### src/rtl/mod_exp_seq.sv
`timescale 1ns/1ps
`default_nettype none
// ============================================================================
// Module  : mod_exp_seq
// Purpose : left-to-right square-and-multiply sequencer, result = base^exp mod n,
//           driving an external modular multiplier via a start/done handshake.
//           Optional mul_cnt output enabled by macro MOD_EXP_SEQ_PERF_EN.
// Revision: 1.0 - initial release
// ============================================================================
module mod_exp_seq #(
  parameter int W  = 32,
  parameter int CW = 6
) (
  input  logic         clk,
  input  logic         rstn,
  input  logic         start,
  input  logic [W-1:0] base,
  input  logic [W-1:0] exp,
  input  logic [W-1:0] n,
  output logic         busy,
  output logic         done,
  output logic         err,
  output logic [W-1:0] result,
  output logic         mul_en,
  output logic [W-1:0] mul_a,
  output logic [W-1:0] mul_b,
  output logic [W-1:0] mul_n,
  input  logic [W-1:0] mul_res,
  input  logic         mul_done
`ifdef MOD_EXP_SEQ_PERF_EN
  ,
  output logic [15:0]  mul_cnt
`endif
);

  typedef enum logic [2:0] {
    S_IDLE  = 3'd0,
    S_SCAN  = 3'd1,
    S_SQR   = 3'd2,
    S_SQR_W = 3'd3,
    S_MUL   = 3'd4,
    S_MUL_W = 3'd5,
    S_FIN   = 3'd6
  } state_t;

  state_t        state_q;
  logic [W-1:0]  base_q, exp_q, n_q, acc_q, result_q, mul_a_q, mul_b_q;
  logic [CW-1:0] idx_q;
  logic          busy_q, done_q, err_q, mul_en_q;
  logic [CW-1:0] msb_d;
  logic          bit_d;

  always_comb begin
    msb_d = '0;
    bit_d = 1'b0;
    for (int i = 0; i < W; i++) begin
      if (exp_q[i]) msb_d = CW'(i);
      if (idx_q == CW'(i)) bit_d = exp_q[i];
    end
  end

  // Operands are loaded on the transition into SQR/MUL so mul_en is visible
  // during the issue state and completions are only taken in the wait states.
  always_ff @(posedge clk or negedge rstn) begin
    if (!rstn) begin
      state_q  <= S_IDLE;
      base_q   <= '0;
      exp_q    <= '0;
      n_q      <= '0;
      acc_q    <= '0;
      result_q <= '0;
      mul_a_q  <= '0;
      mul_b_q  <= '0;
      idx_q    <= '0;
      busy_q   <= 1'b0;
      done_q   <= 1'b0;
      err_q    <= 1'b0;
      mul_en_q <= 1'b0;
    end else begin
      done_q   <= 1'b0;
      mul_en_q <= 1'b0;
      case (state_q)
        S_IDLE: begin
          if (start) begin
            base_q  <= base;
            exp_q   <= exp;
            n_q     <= n;
            acc_q   <= W'(1);
            err_q   <= 1'b0;
            busy_q  <= 1'b1;
            state_q <= S_SCAN;
          end
        end
        S_SCAN: begin
          if (n_q == '0) begin
            err_q    <= 1'b1;
            result_q <= '0;
            done_q   <= 1'b1;
            busy_q   <= 1'b0;
            state_q  <= S_FIN;
          end else if (exp_q == '0) begin
            result_q <= (n_q == W'(1)) ? '0 : W'(1);
            done_q   <= 1'b1;
            busy_q   <= 1'b0;
            state_q  <= S_FIN;
          end else begin
            idx_q    <= msb_d;
            mul_a_q  <= acc_q;
            mul_b_q  <= acc_q;
            mul_en_q <= 1'b1;
            state_q  <= S_SQR;
          end
        end
        S_SQR:   state_q <= S_SQR_W;
        S_MUL:   state_q <= S_MUL_W;
        S_SQR_W: begin
          if (mul_done) begin
            acc_q <= mul_res;
            if (bit_d) begin
              mul_a_q  <= mul_res;
              mul_b_q  <= base_q;
              mul_en_q <= 1'b1;
              state_q  <= S_MUL;
            end else if (idx_q == '0) begin
              result_q <= mul_res;
              done_q   <= 1'b1;
              busy_q   <= 1'b0;
              state_q  <= S_FIN;
            end else begin
              idx_q    <= idx_q - 1'b1;
              mul_a_q  <= mul_res;
              mul_b_q  <= mul_res;
              mul_en_q <= 1'b1;
              state_q  <= S_SQR;
            end
          end
        end
        S_MUL_W: begin
          if (mul_done) begin
            acc_q <= mul_res;
            if (idx_q == '0) begin
              result_q <= mul_res;
              done_q   <= 1'b1;
              busy_q   <= 1'b0;
              state_q  <= S_FIN;
            end else begin
              idx_q    <= idx_q - 1'b1;
              mul_a_q  <= mul_res;
              mul_b_q  <= mul_res;
              mul_en_q <= 1'b1;
              state_q  <= S_SQR;
            end
          end
        end
        S_FIN:   state_q <= S_IDLE;
        default: state_q <= S_IDLE;
      endcase
    end
  end

`ifdef MOD_EXP_SEQ_PERF_EN
  logic [15:0] cnt_q;

  always_ff @(posedge clk or negedge rstn) begin
    if (!rstn) begin
      cnt_q <= '0;
    end else if (state_q == S_IDLE && start) begin
      cnt_q <= '0;
    end else if (mul_en_q && cnt_q != 16'hFFFF) begin
      cnt_q <= cnt_q + 16'd1;
    end
  end

  assign mul_cnt = cnt_q;
`endif

  assign busy   = busy_q;
  assign done   = done_q;
  assign err    = err_q;
  assign result = result_q;
  assign mul_en = mul_en_q;
  assign mul_a  = mul_a_q;
  assign mul_b  = mul_b_q;
  assign mul_n  = n_q;

endmodule
`default_nettype wire
### config.mk
export PLATFORM = sky130hd
export DESIGN_NAME = mod_exp_seq
export DESIGN_NICKNAME = d
export VERILOG_FILES = /design/src/rtl/mod_exp_seq.sv
export SDC_FILE = /design/constraint.sdc
export NUM_CORES = 1
export LEC_CHECK = 0
export ABC_CLOCK_PERIOD_IN_PS = 2900
export CORE_UTILIZATION = 30
export DETAILED_ROUTE_END_ITERATION = 8
export SLEW_MARGIN = 5
export SYNTH_ARGS = -nofsm -noshare
export SYNTH_HDL_FRONTEND = slang
export SYNTH_SLANG_ARGS = --single-unit
### constraint.sdc
create_clock -name clk -period 2.9 [get_ports clk]
set_input_delay 0.435 -clock clk [delete_from_list [all_inputs] [get_ports clk]]
set_output_delay 0.435 -clock clk [all_outputs]
set_load 0.02 [all_outputs]
==> results_dict.tcl <==
set metrics [dict create \
    syn_area_per_cell_um2 10.6 \
    fin_crit_sh 1.03 \
    power_density_nw_per_um2 1290 \
    multiInputGateArea_um2 5870 \
    fp.coreArea_um2 38800 \
    max_stage_delay_ns 0.44 \
    critPathKind "flip-flop to flip-flop" \
    row_count 72 \
    layout.cells.non_filler 1974 \
    p_leak_nw 7.01 \
    switching_share 0.414 \
    peakVddDrop_uv 897 \
    layout_commonest_cell "clkdlybuf4s50_1" \
    violations "negative setup slack" \
    clock_power_share 0.161 \
    setup_ws_ns -0.0936 \
    rsz0062_at_grt "true" \
    fin_hold_ws_ns 0.393 \
    cts.sinks 237 \
    hold_class "input port to asynchronous set/reset pin" \
    slew_headroom 0.636 \
    fmax_ghz 0.334 \
    clkLatencyLatePin_ns 0.56 \
    wirelength_mm 42.5 \
    synth_edf_count 0 \
    placed_area_um2 15500 \
    end_kind "flip-flop" \
    tritoncts "done" \
    dp_hpwl_mm 27.5 \
    required_ns 3.34 \
    drc 0 \
    critPathSlowestCell "dfrtp_2" \
    clockBufferDepth 3 \
    synth_cell_types 71 \
    nNetsFinal 1571 \
    yosysTopAreaCell "dfrtp_1" \
    vias 10586 \
    critPathLaunch "idx_q[1]" \
    grt_pass1_vias 10870 \
    drtIter0Drc 596 \
    grt_first_pass_wirelength_mm 64.2 \
    clkTransAtPathRegs_ns 0.06 \
    place_inst 1881 \
    fp.dieH_um 201 \
    register_area_um2 5930 \
    diodes 0 \
    tightest_slew_ns 0.546 \
    critPathMaxFanout 6 \
    combPwrFrac 0.555 \
    switching_power_mw 9.33 \
    cts_max_level 1 \
    setup_viol 74 \
    seq_power_share 0.284 \
    synth-seq-cells 237 \
    grt_antenna_before_repair 3 \
    drtAntennaViolNets 0 \
    yosys_warnings 0 \
    p_int_mw 13.2 \
    synth_cells 1116 \
    drv_slew 0 \
    grt_overflow 0 \
    ys_seq_area_frac 0.500 \
    portBuffers 263 \
    async_flop_share 1.00 \
    n_fill_cell 3607 \
    die_x_um 201 \
    hold_violations 0 \
    max_cap_violations 0 \
    fin_util 0.452 \
    timing.rr.start "idx_q[1]" \
    first_pass_iters 5 \
    yosysTopAreaCellShare 0.500 \
    ys_top_cells_by_area "dfrtp_1 50%, mux2_2 8.2%, mux2i_1 5.3%, nor2_1 3.1%, a221o_1 2.8%" \
    cp_data_arrival_time_ns 3.43 \
    cts_buffers 28 \
    start_util 0.306 \
    skew_ns 0.0182 \
    grt_max_degree 93 \
    critPathTopFamily "compound AO/OA/AOI/OAI gates" \
    dp_slack_ns -0.222 \
    drive_above_1_share 0.220 \
    track_usage 0.201 \
    synth_area_um2 11900 \
    design_area_um2 17500 \
    design.die.area_um2 40300 \
    status "finished, violations left" \
    gp_congestion 0.873 \
    mostFrequentLayoutCells "262 x clkdlybuf4s50_1, 235 x dfrtp_1, 92 x nor2_1, 86 x mux2_2, 74 x nand2_1" \
    syn-num-nets 1253 \
    via_per_inst 5.36 \
    ys.flop_type "dfrtp_1" \
    worstSetupStartpointType "flip-flop" \
    cts-root-buf "clkbuf_16" \
    crit_top_cell "buf_6" \
    timing.final.crit_period_ns 2.99 \
    crit_buf_inv 5 \
    synthToLayoutAreaGrowth_pct 47.9 \
    ioPinCount 264 \
    post_drt_wl_per_cell_um 21.5 \
    path_cells "buf_6 -> ha_4 -> nor3b_4 -> o311ai_4 -> a221o_1 -> o311a_4 -> nor3_4 -> buf_6 -> a21boi_4 -> buf_8 -> buf_12 -> clkbuf_16 -> a311o_1" \
]
[synth_stat cells (all sizes together) (2+ instances only)]
cell and number:
a211oi 4, a21boi 3, a21o 2, a21oi 54, a221o 33, a221oi 35
a22o 32, a2bb2oi 4, a311o 30, a31o 2, a31oi 5, a41oi 2
and2 3, and3 32, buf 26, clkbuf 60, dfrtp 237, ha 5
inv 49, mux2 87, mux2i 63, nand2 79, nand2b 6, nand3 12
nand3b 2, nand4 8, nor2 97, nor2b 12, nor3 15, nor3b 3
nor4 46, o211ai 2, o21ai 35, o22a 2, o311a 2, o311ai 4
o31ai 3, or2 2, or4 2
[metrics by stage]
step | total power, mW | setup TNS [ns]
after floorplan | 12.2 | 0
after global placement | 16.7 | -10.98
after detailed placement | 16.9 | -14.88
after CTS | 21.5 | -1.46
after global routing | 23.8 | -12.85
final | 22.5 | -2.83
[registers in the layout (all words and copies together), names as in the netlist]
signal / count
done: 1
mul_n: 32
mul_en: 1
busy: 1
result: 32
mul_b: 32
mul_a: 32
exp_q: 32
state_q: 3
idx_q: 6
acc_q: 32
err: 1
base_q: 32
[power groups by stage]
| stage | combinational [mW] | clock, mW | sequential (mW) |
|---|---|---|---|
| CTS | 11.5 | 3.71 | 6.37 |
| global route | 13.3 | 3.82 | 6.63 |
| finish | 12.5 | 3.62 | 6.40 |
| global placement | 10.4 | 0 | 6.35 |
| detailed placement | 10.5 | 0 | 6.36 |
| floorplan | 5.22 | 0 | 6.99 |
[per-layer routing]
layer,vias up,track usage,share of wire
li1,4803,-,-
met1,5344,0.273,0.44
met2,372,0.326,0.47
met3,61,0.0388,0.063
met4,6,0.0513,0.020
met5,-,0,0.00078
[kinds of logic (layout without fill, tap and decap cells)]
| logic type | after synthesis | after routing | synth area share |
|---|---|---|---|
| flip-flops | 237 | 237 | 0.500 |
| multiplexers | 150 | 150 | 0.136 |
| AND/OR/NAND/NOR | 321 | 321 | 0.133 |
| adder cells (fa/ha/maj) | 5 | 5 | 0.00527 |
| buffers and inverters | 135 | 475 | 0.0487 |
| AO/OA/AOI/OAI | 267 | 267 | 0.176 |
| XOR/XNOR | 1 | 1 | 0.000738 |
[worst paths after layout]
check | slack (ns) | cells after the start | end
setup / recovery | -0.09 | 13 | mul_b[19]
hold / removal | 0.39 | 2 | base_q[10]
setup reg to reg | -0.09 | 13 | mul_b[19]
hold reg to reg | 0.50 | 1 | acc_q[31]
max in group asynchronous | 1.66 | 3 | mul_a[31]
min in group clk | 0.44 | 3 | exp_q[24]
[layout make-up]
class / instances / area share
multi-input combinational: 744 / 0.335
clock inverter: 12 / 0.00749
clock buffer: 40 / 0.0471
inverter: 49 / 0.0108
tap: 518 / 0.0369
timing repair buffer: 374 / 0.225
sequential: 237 / 0.338
[repair_timing]
item / in CTS / in global routing
hold endpoints to repair: 57 / 0
hold buffers: 1 / 0
pin swaps: 6 / 54
endpoints found under the setup margin: 102 / 103
resized for setup: 49 / 64
cloned: 3 / 7
setup buffers: 20 / 12
Power figures use the tool's default switching activity.
